==> config.mk <==
export PLATFORM = sky130hd
export DESIGN_NAME = aes_stream_rx
export DESIGN_NICKNAME = d
export VERILOG_FILES = /design/src/rtl/aes_stream_pkg.sv /design/src/rtl/aes_toggle_sync.sv /design/src/rtl/aes_stream_rx.sv
export SDC_FILE = /design/constraint.sdc
export NUM_CORES = 1
export LEC_CHECK = 0
export BUFFER_PORTS_ARGS = -buffer_cell sky130_fd_sc_hd__buf_2
export CAP_MARGIN = 40
export CORE_ASPECT_RATIO = 1.25
export CORE_MARGIN = 1
export CORE_UTILIZATION = 57
export CTS_CLUSTER_DIAMETER = 120
export CTS_CLUSTER_SIZE = 14
export DETAILED_ROUTE_END_ITERATION = 8
export GPL_ROUTABILITY_DRIVEN = 0
export PLACE_DENSITY = 0.89
export SYNTH_ARGS = -nofsm -noshare
export SYNTH_HDL_FRONTEND = slang
export SYNTH_HIERARCHICAL = 1
export SYNTH_SLANG_ARGS = --single-unit
==> constraint.sdc <==
create_clock -name clk -period 2 [get_ports clk]
set_input_delay 0.1 -clock clk [delete_from_list [all_inputs] [get_ports clk]]
set_output_delay 0.1 -clock clk [all_outputs]
set_load 0.01 [all_outputs]
==> src/rtl/aes_stream_pkg.sv <==
// Shared constants and state encoding for the AES byte-stream receiver.
package aes_stream_pkg;

    localparam int BLOCK_BYTES     = 16;
    localparam int BLOCK_W         = 128;
    localparam int CNT_W           = 4;
    localparam int DEF_TIMEOUT_CYC = 1024;

    typedef enum logic {
        ST_IDLE = 1'b0,
        ST_FILL = 1'b1
    } rx_state_e;

endpackage

==> src/rtl/aes_toggle_sync.sv <==
// Two-flop synchronizer plus history flop turning a toggle strobe into a one-cycle event.
module aes_toggle_sync (
    input  logic clk,
    input  logic rst,
    input  logic tog_in,
    output logic event_out
);

    logic sync1_q;
    logic sync2_q;
    logic hist_q;

    always_ff @(posedge clk or negedge rst) begin
        if (!rst) begin
            sync1_q <= 1'b0;
            sync2_q <= 1'b0;
            hist_q  <= 1'b0;
        end else begin
            sync1_q <= tog_in;
            sync2_q <= sync1_q;
            hist_q  <= sync2_q;
        end
    end

    assign event_out = sync2_q ^ hist_q;

endmodule

==> src/rtl/aes_stream_rx.sv <==
// Assembles 16 toggle-strobed bytes into a 128-bit block with tag, handshake and sticky errors.
// state   | meaning
// ST_IDLE | no partial block; next byte is byte 0 and sets the tag
// ST_FILL | bytes 1..15 being shifted in; idle timer running
module aes_stream_rx
    import aes_stream_pkg::*;
#(
    parameter int TIMEOUT_CYC = DEF_TIMEOUT_CYC
) (
    input  logic               clk,
    input  logic               rst,
    input  logic               rx_cu,
    input  logic               rx_id,
    input  logic [7:0]         rx_data,
    input  logic               rx_valid,
    output logic [BLOCK_W-1:0] blk_data,
    output logic               blk_cu,
    output logic               blk_id,
    output logic               blk_valid,
    input  logic               blk_ready,
    output logic               err_overrun,
    output logic               err_tag,
    output logic               err_timeout
);

    localparam int SHIFT_W = BLOCK_W - 8;
    localparam int TMO_W   = $clog2(TIMEOUT_CYC + 1);
    localparam logic [TMO_W-1:0] TMO_RELOAD = TMO_W'(TIMEOUT_CYC - 1);

    logic byte_ev;

    rx_state_e          state_q,       state_d;
    logic [CNT_W-1:0]   cnt_q,         cnt_d;
    logic [SHIFT_W-1:0] shift_q,       shift_d;
    logic               tag_cu_q,      tag_cu_d;
    logic               tag_id_q,      tag_id_d;
    logic [BLOCK_W-1:0] blk_data_q,    blk_data_d;
    logic               blk_cu_q,      blk_cu_d;
    logic               blk_id_q,      blk_id_d;
    logic               blk_valid_q,   blk_valid_d;
    logic [TMO_W-1:0]   tmo_q,         tmo_d;
    logic               err_overrun_q, err_overrun_d;
    logic               err_tag_q,     err_tag_d;
    logic               err_timeout_q, err_timeout_d;

    aes_toggle_sync u_sync (
        .clk       (clk),
        .rst       (rst),
        .tog_in    (rx_valid),
        .event_out (byte_ev)
    );

    always_ff @(posedge clk or negedge rst) begin
        if (!rst) begin
            state_q       <= ST_IDLE;
            cnt_q         <= '0;
            shift_q       <= '0;
            tag_cu_q      <= 1'b0;
            tag_id_q      <= 1'b0;
            blk_data_q    <= '0;
            blk_cu_q      <= 1'b0;
            blk_id_q      <= 1'b0;
            blk_valid_q   <= 1'b0;
            tmo_q         <= '0;
            err_overrun_q <= 1'b0;
            err_tag_q     <= 1'b0;
            err_timeout_q <= 1'b0;
        end else begin
            state_q       <= state_d;
            cnt_q         <= cnt_d;
            shift_q       <= shift_d;
            tag_cu_q      <= tag_cu_d;
            tag_id_q      <= tag_id_d;
            blk_data_q    <= blk_data_d;
            blk_cu_q      <= blk_cu_d;
            blk_id_q      <= blk_id_d;
            blk_valid_q   <= blk_valid_d;
            tmo_q         <= tmo_d;
            err_overrun_q <= err_overrun_d;
            err_tag_q     <= err_tag_d;
            err_timeout_q <= err_timeout_d;
        end
    end

    always_comb begin
        state_d       = state_q;
        cnt_d         = cnt_q;
        shift_d       = shift_q;
        tag_cu_d      = tag_cu_q;
        tag_id_d      = tag_id_q;
        blk_data_d    = blk_data_q;
        blk_cu_d      = blk_cu_q;
        blk_id_d      = blk_id_q;
        blk_valid_d   = blk_valid_q;
        tmo_d         = tmo_q;
        err_overrun_d = err_overrun_q;
        err_tag_d     = err_tag_q;
        err_timeout_d = err_timeout_q;

        if (blk_valid_q && blk_ready) begin
            blk_valid_d = 1'b0;
        end

        if (byte_ev) begin
            tmo_d = TMO_RELOAD;
            cnt_d = cnt_q + CNT_W'(1);
            if (state_q == ST_IDLE) begin
                shift_d  = {{(SHIFT_W-8){1'b0}}, rx_data};
                tag_cu_d = rx_cu;
                tag_id_d = rx_id;
                state_d  = ST_FILL;
            end else begin
                if ((rx_cu != tag_cu_q) || (rx_id != tag_id_q)) begin
                    err_tag_d = 1'b1;
                end
                shift_d = {shift_q[SHIFT_W-9:0], rx_data};
                if (cnt_q == CNT_W'(BLOCK_BYTES - 1)) begin
                    state_d = ST_IDLE;
                    cnt_d   = '0;
                    // A same-edge handshake frees the holding register for the new block
                    if (!blk_valid_q || blk_ready) begin
                        blk_data_d  = {shift_q, rx_data};
                        blk_cu_d    = tag_cu_q;
                        blk_id_d    = tag_id_q;
                        blk_valid_d = 1'b1;
                    end else begin
                        err_overrun_d = 1'b1;
                    end
                end
            end
        end else if (state_q == ST_FILL) begin
            if (tmo_q == '0) begin
                state_d       = ST_IDLE;
                cnt_d         = '0;
                err_timeout_d = 1'b1;
            end else begin
                tmo_d = tmo_q - TMO_W'(1);
            end
        end
    end

    assign blk_data    = blk_data_q;
    assign blk_cu      = blk_cu_q;
    assign blk_id      = blk_id_q;
    assign blk_valid   = blk_valid_q;
    assign err_overrun = err_overrun_q;
    assign err_tag     = err_tag_q;
    assign err_timeout = err_timeout_q;

endmodule

======== Word-level counts from Yosys, hierarchy flattened ========
Index checks and enable logic that the tools add are counted.
storage, ports and cells
  bits in registers ....................... 275
  input bits .............................. 14
  word-level logic and storage cells ...... 59
cells by class
  $add $sub $neg .......................... 2
  equality and inequality tests ........... 4
  multiplexer cells ....................... 19
  bitwise gates (word level) .............. 4
  reduce and logical (&&, ||, !) cells .... 14
operators with widths
  kind                     number
  $mux W120                1
  $mux W11                 3
  $mux W4                  5
  $logic_not A11 Y1        1
  $sub A11 B1 Y11 const B  1
  $mux W1                  10
  $reduce_and A4 Y1        2
  $reduce_and A2 Y1        3
  $reduce_and A3 Y1        2
  $add A4 B1 Y4 const B    1
  $eq A4 B4 Y1 const B     1
  $reduce_bool A2 Y1       2
  $not A1 Y1               3
  $logic_or A1 B1 Y1       2
  $ne A1 B1 Y1             2
  $ne A2 B2 Y1 const B     1
  $logic_and A1 B1 Y1      1
  $logic_not A1 Y1         1
  $xor A1 B1 Y1            1

======== Logic depth before layout (Yosys ltp) ========
Gate-level depths: netlist of the first run.
  word-level depth ........................ 6
  gate-level depth with buffers ........... 7
  depth with buffers taken out ............ 5

======== Modules after synthesis ========
The synthesis of the first run kept the hierarchy.
modules (own cells, without submodules)
  module           cells an instance  times used  area an instance (sq um)
  aes_stream_rx    879                1           10796.6
  aes_toggle_sync  4                  1           83.8

======== Least setup slack after synthesis of the first run ========
OpenSTA, ideal clock, no wires.
  path kind ............................... flip-flop to flip-flop
  start point ............................. reg u_sync.hist_q
  end point ............................... reg blk_data_q[100], in the netlist blk_data[100]
  period minus slack after synthesis ...... 1766 ps
  buffers on the path ..................... 3
  setup time .............................. 127 ps
  data arrival time ....................... 1638 ps
  cell stages (with the launch flop) ...... 8
  slack ................................... 234 ps
  path through ............................ dfrtp_1 -> xor2_1 -> nand2_1 -> and3b_1 -> clkbuf_1 -> buf_6 -> buf_6 -> mux2_1
between the ends
  longest elaborated chain between the ends .. 2
RTL lines
  item                                line                   RTL
  start: declaration                  aes_toggle_sync.sv:11  logic hist_q;
  start signal: assignment            aes_toggle_sync.sv:21  hist_q <= sync2_q;
  $xor A1 B1 Y1                       aes_toggle_sync.sv:25  assign event_out = sync2_q ^ hist_q;
  net byte_ev                         aes_stream_rx.sv:30    logic byte_ev;
  $reduce_and A4 Y1 (no source line)  -
  end signal: assignment              aes_stream_rx.sv:74    blk_data_q <= blk_data_d;
  end: declaration                    aes_stream_rx.sv:37    logic [BLOCK_W-1:0] blk_data_q, blk_data_d;
The timed path passes the listed nets, and every way through them passes these cells.
A chain may end at the register's enable or synchronous reset.

======== Worst setup path in the final report of the first run ========
  start point ............................. reg u_sync.sync2_q
  end point ............................... reg blk_data_q[16], in the netlist blk_data[16]
between the ends
  longest elaborated chain between the ends .. 2
RTL lines
  item                                line                   RTL
  start: declaration                  aes_toggle_sync.sv:10  logic sync2_q;
  start signal: assignment            aes_toggle_sync.sv:20  sync2_q <= sync1_q;
  $xor A1 B1 Y1                       aes_toggle_sync.sv:25
  net byte_ev                         aes_stream_rx.sv:30
  $reduce_and A4 Y1 (no source line)  -
The timed path passes the listed nets, and every way through them passes these cells.

==> impl_metrics.py, run 1 <==
metrics = {
    "run_status": {
        "outcome": "finished with violations",
        "failed_checks": "DRC",
    },
    "setup_path": {
        "critical_path_s_top_delay_family": "simple AND/OR/NAND/NOR gates",
        "worst_setup_path_end_kind": "flip-flop",
        "class_of_the_most_critical_setup_path": "flip-flop to flip-flop",
        "worst_path_max_delay_cell": "dfrtp_2",
        "worstSetupStartpointType": "flip-flop",
        "regToRegSetupSlack_ns": 0.008,
        "crit_buf_inv": 3,
        "cp_data_required_time_ns": 2.37,
        "path_max_fanout": 8,
        "crit_chain": "xor2_4 > nand2_1 > and3b_4 > buf_12 > buf_8 > buf_4 > mux2_1",
        "worst_ep_arrival_time_ns": 2.37,
        "crit_path_max_incr_delay_ns": 0.45,
    },
    "sta": {
        "final_max_slew_viol_count": 0,
        "post-route-period-util_pct": 99.6,
        "finalHoldViolations": 0,
        "setup_repair_after_global_routing_missed_its_margin": "yes",
        "hold_slack_ns": 0.155,
        "worstMarginPinSlew_ns": 0.584,
        "totalNegativeSetupSlack_ns": 0,
        "setup_viol_count_final": 0,
        "timing.final.crit_period_ns": 1.99,
        "max_slew_margin_pct": 61.0,
        "clock-skew-final_ns": 0.0168,
        "clock.fmax_mhz": 502,
    },
    "die": {
        "placement_rows": 56,
        "height_of_the_die_um": 156,
        "area_enclosed_by_the_die_boundary_um2": 19600,
        "top_level_ports": 148,
        "initial_standard_cell_utilization_of_the_core_pct": 58.2,
        "fp.coreArea_um2": 18700,
        "die_w_um": 126,
    },
    "synth": {
        "synthesized_area_per_cell_um2": 12.3,
        "netlist-cell-type-count": 51,
        "async_reset_ff_share_pct": 100,
        "ys_seq_area_share_pct": 63.2,
        "synth_area_um2": 10900,
        "postSynthCellCount": 883,
        "synth-edff-count": 0,
        "synthFlopType": "dfrtp_1",
        "synthesis.nets": 899,
        "synth.yosys.warnings": 6,
        "synth_seq_cells": 275,
    },
    "place": {
        "detailed_place.area_um2": 11900,
        "portBuffers": 147,
        "detailed_place_hpwl_um": 14100,
    },
    "layout": {
        "register_area_um2": 6890,
        "postLayoutCoreUtil_pct": 68.4,
        "post-route-cell-area_um2": 12800,
        "drive_gt1_share_pct": 21.2,
        "fillCellCount": 1248,
        "layout.cells.most_common_list": "273 x dfrtp_1, 146 x buf_2, 130 x mux2_1",
        "syn2layout_area_growth_pct": 17.7,
        "mostFrequentLayoutCell": "dfrtp_1",
        "num-nets-final": 1059,
        "multiInputGateArea_um2": 3310,
        "total_inserted_antenna_cells": 0,
    },
    "routing": {
        "route.antenna.remaining_nets": 0,
        "drt-pass1-iter-count": 7,
        "dr_total_vias": 7255,
        "drcViolationCount": 8,
        "route.detailed.wl_per_inst_um": 18.1,
        "via_per_inst": 5.69,
        "drc_violation_total_after_the_first_tritonroute_iteration": 458,
        "route.final.wire_length_um": 23100,
    },
    "global_route": {
        "antenna_violations_before_repair": 0,
        "global_route_wire_length_before_repair_um": 36400,
        "pin_count_of_the_biggest_net_entering_global_routing": 121,
        "via_count_of_the_first_global_routing_pass": 7198,
        "gr-usage-all-layers_pct": 22.9,
        "gr-total-overflow": 0,
    },
    "pwr": {
        "power_consumption_uw": 15600,
        "vdd_drop_max_mv": 0.866,
        "pwr_density_cell_nw_per_um2": 1220,
        "leakagePower_uw": 0.00658,
    },
    "cts": {
        "clk_root_buffer_cell": "clkbuf_16",
        "cts.reportedPaths.clkPinSlew_ns": 0.07,
        "cts_max_level": 1,
        "cts_tree": "done",
        "clkSinkCount": 275,
        "cts_made_buffers": 23,
        "insertion_delay_to_the_later_sink_of_the_worst_skew_pair_ns": 0.50,
        "cts_buffer_depth": 3,
    },
    "flow_run": {
        "timing.max_cap.violations": 0,
    },
    "worst_hold_path": {
        "hold_path_class": "input port to async pin",
    },
}
==> report_power, final <==
part / switching, µW / total [µW] / internal (µW)
Clock: 1810 / 3840 / 2040
Sequential: 1240 / 8420 / 7170
Combinational: 1800 / 3370 / 1570
==> cells by family (layout without fill, tap and decap cells) <==
logic type | count (synthesis) | in the layout | synth area share (%)
buffers and inverters | 165 | 325 | 6.55
AOI/OAI and AO/OA | 141 | 141 | 7.29
adders and majority gates | 2 | 2 | 0.230
DFF | 275 | 275 | 63.2
and+or+nand+nor | 154 | 154 | 7.67
xor gates and xnor gates | 3 | 3 | 0.242
muxes | 143 | 143 | 14.8
==> layout make-up <==
type                    count  share of cell area, %
flip-flops and latches    275                   53.8
inverters                 108                   3.17
clock buffers              24                   4.53
multi-input cells         443                   25.9
clock inverters             1                 0.0586
well taps                 232                   2.27
repair buffers            192                   10.3
==> metal layers <==
layer / track usage [%] / up-vias / part of all wire (%)
met4: 5.63 / 0 / 1.7
met2: 42.2 / 196 / 54
met3: 3.49 / 34 / 4.6
met1: 28.3 / 3708 / 40
li1: - / 3317 / -
met5: 0 / - / 0
==> per-stage QoR <==
stage	setup slack, ns	instances
detailed placement	0.0611	1227
finish	0.00806	1275
global route	-0.0689	1275
global placement	0.107	1227
CTS	0.0508	1265
floorplan	0.234	883
==> sequential cells by signal, summed over array words and instances (netlist names) <==
| signal | cells |
|---|---|
| cnt_q | 4 |
| err_timeout | 1 |
| blk_valid | 1 |
| u_sync/sync2_q | 1 |
| u_sync/sync1_q | 1 |
| tag_id_q | 1 |
| shift_q | 120 |
| u_sync/hist_q | 1 |
| tag_cu_q | 1 |
| blk_id | 1 |
| blk_cu | 1 |
| err_overrun | 1 |
| blk_data | 128 |
| tmo_q | 11 |
| state_q | 1 |
| err_tag | 1 |
==> repair_timing <==
action                                 in CTS  in global routing
setup endpoints to repair                   0                 62
endpoints found under the hold margin      87                  0
hold buffers                               13                  0
resized for setup                           0                 10
setup buffers                               0                  7
==> synth_stat cells, types with 2 or more instances <==
cell | n | area (µm²)
clkbuf_1 | 34 | 128
buf_2 | 6 | 30.0
buf_6 | 11 | 124
mux2i_1 | 3 | 30.0
xor2_1 | 3 | 26.3
and3_1 | 2 | 12.5
nand3_1 | 108 | 541
inv_1 | 107 | 402
dfrtp_1 | 275 | 6880
nand3b_1 | 3 | 22.5
nand2_1 | 5 | 18.8
a21oi_1 | 4 | 20.0
o21bai_1 | 2 | 15.0
or3_1 | 4 | 25.0
nor3_1 | 4 | 20.0
o21ai_1 | 3 | 15.0
nor2b_1 | 2 | 12.5
a211o_1 | 2 | 17.5
o21ai_0 | 107 | 536
ha_1 | 2 | 25.0
a31oi_1 | 2 | 12.5
mux2_1 | 130 | 1460
nand2b_1 | 2 | 12.5
and4_1 | 2 | 17.5
nor2_1 | 8 | 30.0
or4_1 | 2 | 15.0
o31ai_1 | 2 | 15.0
buf_1 | 5 | 18.8
o211ai_1 | 2 | 15.0
nor4_1 | 3 | 18.8
mux2_2 | 10 | 113
a31o_1 | 2 | 17.5
a22o_1 | 8 | 70.1
==> final timing paths <==
kind                                startpoint  cells past startpoint             end
worst max register to register  u_sync/sync2_q                      7    blk_data[16]
worst max-delay path            u_sync/sync2_q                      7    blk_data[16]
max in group asynchronous                  rst                      3     shift_q[38]
min in group clk                      rx_valid                      2  u_sync/sync1_q
worst min-delay path                       rst                      2   blk_data[118]
worst min register to register  u_sync/sync1_q                      0  u_sync/sync2_q
(Power assumes the default switching activity.)
==> inputs of run 2 (changes only) <==
--- a/config.mk
+++ b/config.mk
@@ -15,6 +15,7 @@
 export DETAILED_ROUTE_END_ITERATION = 8
 export GPL_ROUTABILITY_DRIVEN = 0
 export PLACE_DENSITY = 0.89
+export SETUP_SLACK_MARGIN = 0.4
 export SYNTH_ARGS = -nofsm -noshare
 export SYNTH_HDL_FRONTEND = slang
 export SYNTH_HIERARCHICAL = 1
==> constraint.sdc (replaced) <==
create_clock -name clk -period 2 [get_ports clk]
set_input_delay 0.1 -clock clk [delete_from_list [all_inputs] [get_ports clk]]
set_output_delay 0.1 -clock clk [all_outputs]
set_load 0.02 [all_outputs]
==> run 2 against run 1 <==
  * The flow still finishes with violations (DRC)
  * Sequential share of layout area shrank 5.4 points
  * Sequential power grew 2%
  * Utilization grew 7.7 points
  * Wire length grew 36%
  * Maximum frequency grew 3.3%
  * Die area is the same
  * Combinational power grew 56%
  * Clock skew grew 0.0054 ns
  * Register-to-register slack gained 0.06 ns
  * Worst setup slack gained 0.063 ns
  * Worst hold slack lost 0.020 ns
  * Largest cell class unchanged
  * Largest power group unchanged
==> impl_metrics.py, run 2 (synthesis gave the netlist of run 1 again) <==
metrics = {
    "routing": {
        "dr_total_vias": 8082,
        "route.antenna.remaining_nets": 0,
        "route.detailed.wl_per_inst_um": 24.0,
        "via_per_inst": 6.17,
        "drc_violation_total_after_the_first_tritonroute_iteration": 651,
        "route.final.wire_length_um": 31400,
        "drt-pass1-iter-count": 7,
        "drcViolationCount": 8,
    },
    "sta": {
        "setup_repair_after_global_routing_missed_its_margin": "yes",
        "clock-skew-final_ns": 0.0222,
        "setup_viol_count_final": 0,
        "totalNegativeSetupSlack_ns": 0,
        "clock.fmax_mhz": 518,
        "timing.final.crit_period_ns": 1.93,
        "post-route-period-util_pct": 96.5,
        "worstMarginPinSlew_ns": 0.521,
        "finalHoldViolations": 0,
        "hold_slack_ns": 0.135,
        "final_max_slew_viol_count": 0,
        "final_critical_path_setup_slack_ns": 0.0708,
        "max_slew_margin_pct": 65.2,
    },
    "run_status": {
        "outcome": "finished with violations",
        "failed_checks": "DRC",
    },
    "setup_path": {
        "worstReg2RegEnd": "blk_data[41]",
        "worst_setup_path_end_kind": "flip-flop",
        "path_max_fanout": 7,
        "setup.worst_path.start": "u_sync/sync2_q",
        "cp_data_required_time_ns": 2.39,
        "path_common_cell": "buf_12",
        "crit_path_max_incr_delay_ns": 0.45,
        "class_of_the_most_critical_setup_path": "flip-flop to flip-flop",
        "critical_path.endpoint": "blk_data[41]",
        "worst_ep_arrival_time_ns": 2.32,
        "regToRegSetupSlack_ns": 0.07,
        "critical_register_to_register_path_startpoint": "u_sync/sync2_q",
        "ff2ff_path_depth": 7,
        "worstSetupStartpointType": "flip-flop",
        "worst_path_max_delay_cell": "dfrtp_2",
        "crit_chain": "xor2_4 > nand2_2 > and3b_4 > buf_12 > buf_12 > clkbuf_16 > mux2_4",
    },
    "cts": {
        "cts_tree": "done",
        "cts_buffer_depth": 3,
        "insertion_delay_to_the_later_sink_of_the_worst_skew_pair_ns": 0.52,
        "cts_made_buffers": 23,
        "clk_root_buffer_cell": "clkbuf_16",
        "clkSinkCount": 275,
        "cts_max_level": 1,
        "cts.reportedPaths.clkPinSlew_ns": 0.08,
    },
    "global_route": {
        "antenna_violations_before_repair": 0,
        "gr-total-overflow": 0,
        "via_count_of_the_first_global_routing_pass": 8154,
        "global_route_wire_length_before_repair_um": 44200,
        "gr-usage-all-layers_pct": 28.9,
        "pin_count_of_the_biggest_net_entering_global_routing": 72,
    },
    "place": {
        "portBuffers": 147,
        "dp_slack_ns": -0.00266,
        "detailed_place_hpwl_um": 14300,
        "dp_cells": 1227,
    },
    "worst_hold_path": {
        "hold_path_class": "input port to async pin",
    },
    "pwr": {
        "pwr_density_cell_nw_per_um2": 1250,
        "leakagePower_uw": 0.00696,
        "vdd_drop_max_mv": 1.09,
        "power_consumption_uw": 17800,
    },
    "die": {
        "fp.coreArea_um2": 18700,
        "die_w_um": 126,
        "height_of_the_die_um": 156,
        "top_level_ports": 148,
        "area_enclosed_by_the_die_boundary_um2": 19600,
        "placement_rows": 56,
        "initial_standard_cell_utilization_of_the_core_pct": 58.2,
    },
    "flow_run": {
        "timing.max_cap.violations": 0,
    },
    "layout": {
        "register_area_um2": 6890,
        "syn2layout_area_growth_pct": 30.9,
        "mostFrequentLayoutCell": "dfrtp_1",
        "layout.cells.most_common_list": "267 x dfrtp_1, 146 x buf_2, 130 x mux2_4",
        "drive_gt1_share_pct": 38.0,
        "total_inserted_antenna_cells": 0,
        "largest_reg_flops": 128,
        "num-nets-final": 1094,
        "fin_cells": 1310,
        "multiInputGateArea_um2": 3950,
        "fillCellCount": 1045,
    },
}
run 2: cell types whose count changed in the layout (fill, tap and decap cells not counted), sizes merged:
cell    previous run  this run
and2               1         2
buf              176       201
clkbuf            27        33
bufbuf             0         3
run 2: repair_timing:
action,4_1_cts,5_1_grt
cloned,15,9
endpoints found under the hold margin,253,0
resized for setup,76,159
pin swaps,7,3
hold buffers,13,0
endpoints found under the setup margin,235,218
buffers inserted,15,6
run 2: final cells by class:
class                   count  area share (%)
clock buffers              24            4.07
inverters                 108            2.88
multi-input cells         444            27.7
flip-flops and latches    275            48.4
clock inverters             1          0.0527
repair buffers            226            14.8
well taps                 232            2.04
run 2: power by group:
part / switching (µW) / internal [µW] / total, µW
sequential: 1420 / 7180 / 8590
combinational: 2790 / 2480 / 5270
clock: 1900 / 2040 / 3940
run 2: worst min path at each step:
stage,cells past startpoint,slack (ns),startpoint,to
final,2,0.13,rst,blk_data[38]
after global routing,2,0.18,rst,blk_data[43]
after CTS,2,0.15,rst,blk_data[38]
after detailed placement,1,0.08,rst,blk_data[38]
after global placement,1,0.08,rst,blk_data[52]
after floorplan,0,-0.20,rst,blk_cu
run 2: worst max-delay path, delay by kind of cell (launching register included):
kind          cells  cell delay [ns]
buf+inv           3             0.46
xor+xnor          1             0.19
flops             1             0.45
mux               1             0.30
simple gates      2             0.39
run 2: metal layers:
layer  routed length [µm]  up-vias  part of all wire [%]  track usage, %
li1                     -     3396                     -               -
met1                11800     4158                    37            36.1
met2                16300      424                    52            50.1
met3                 2070      104                   6.6            4.85
met4                 1300        0                   4.1            12.5
met5                    0        -                     0               0
run 2: per-stage QoR:
step	cell area [µm²]	utilization (%)
floorplan	10900	-
global placement	11900	63.6
detailed placement	11900	63.6
CTS	13500	72.0
global route	14200	76.1
finish	14200	76.1
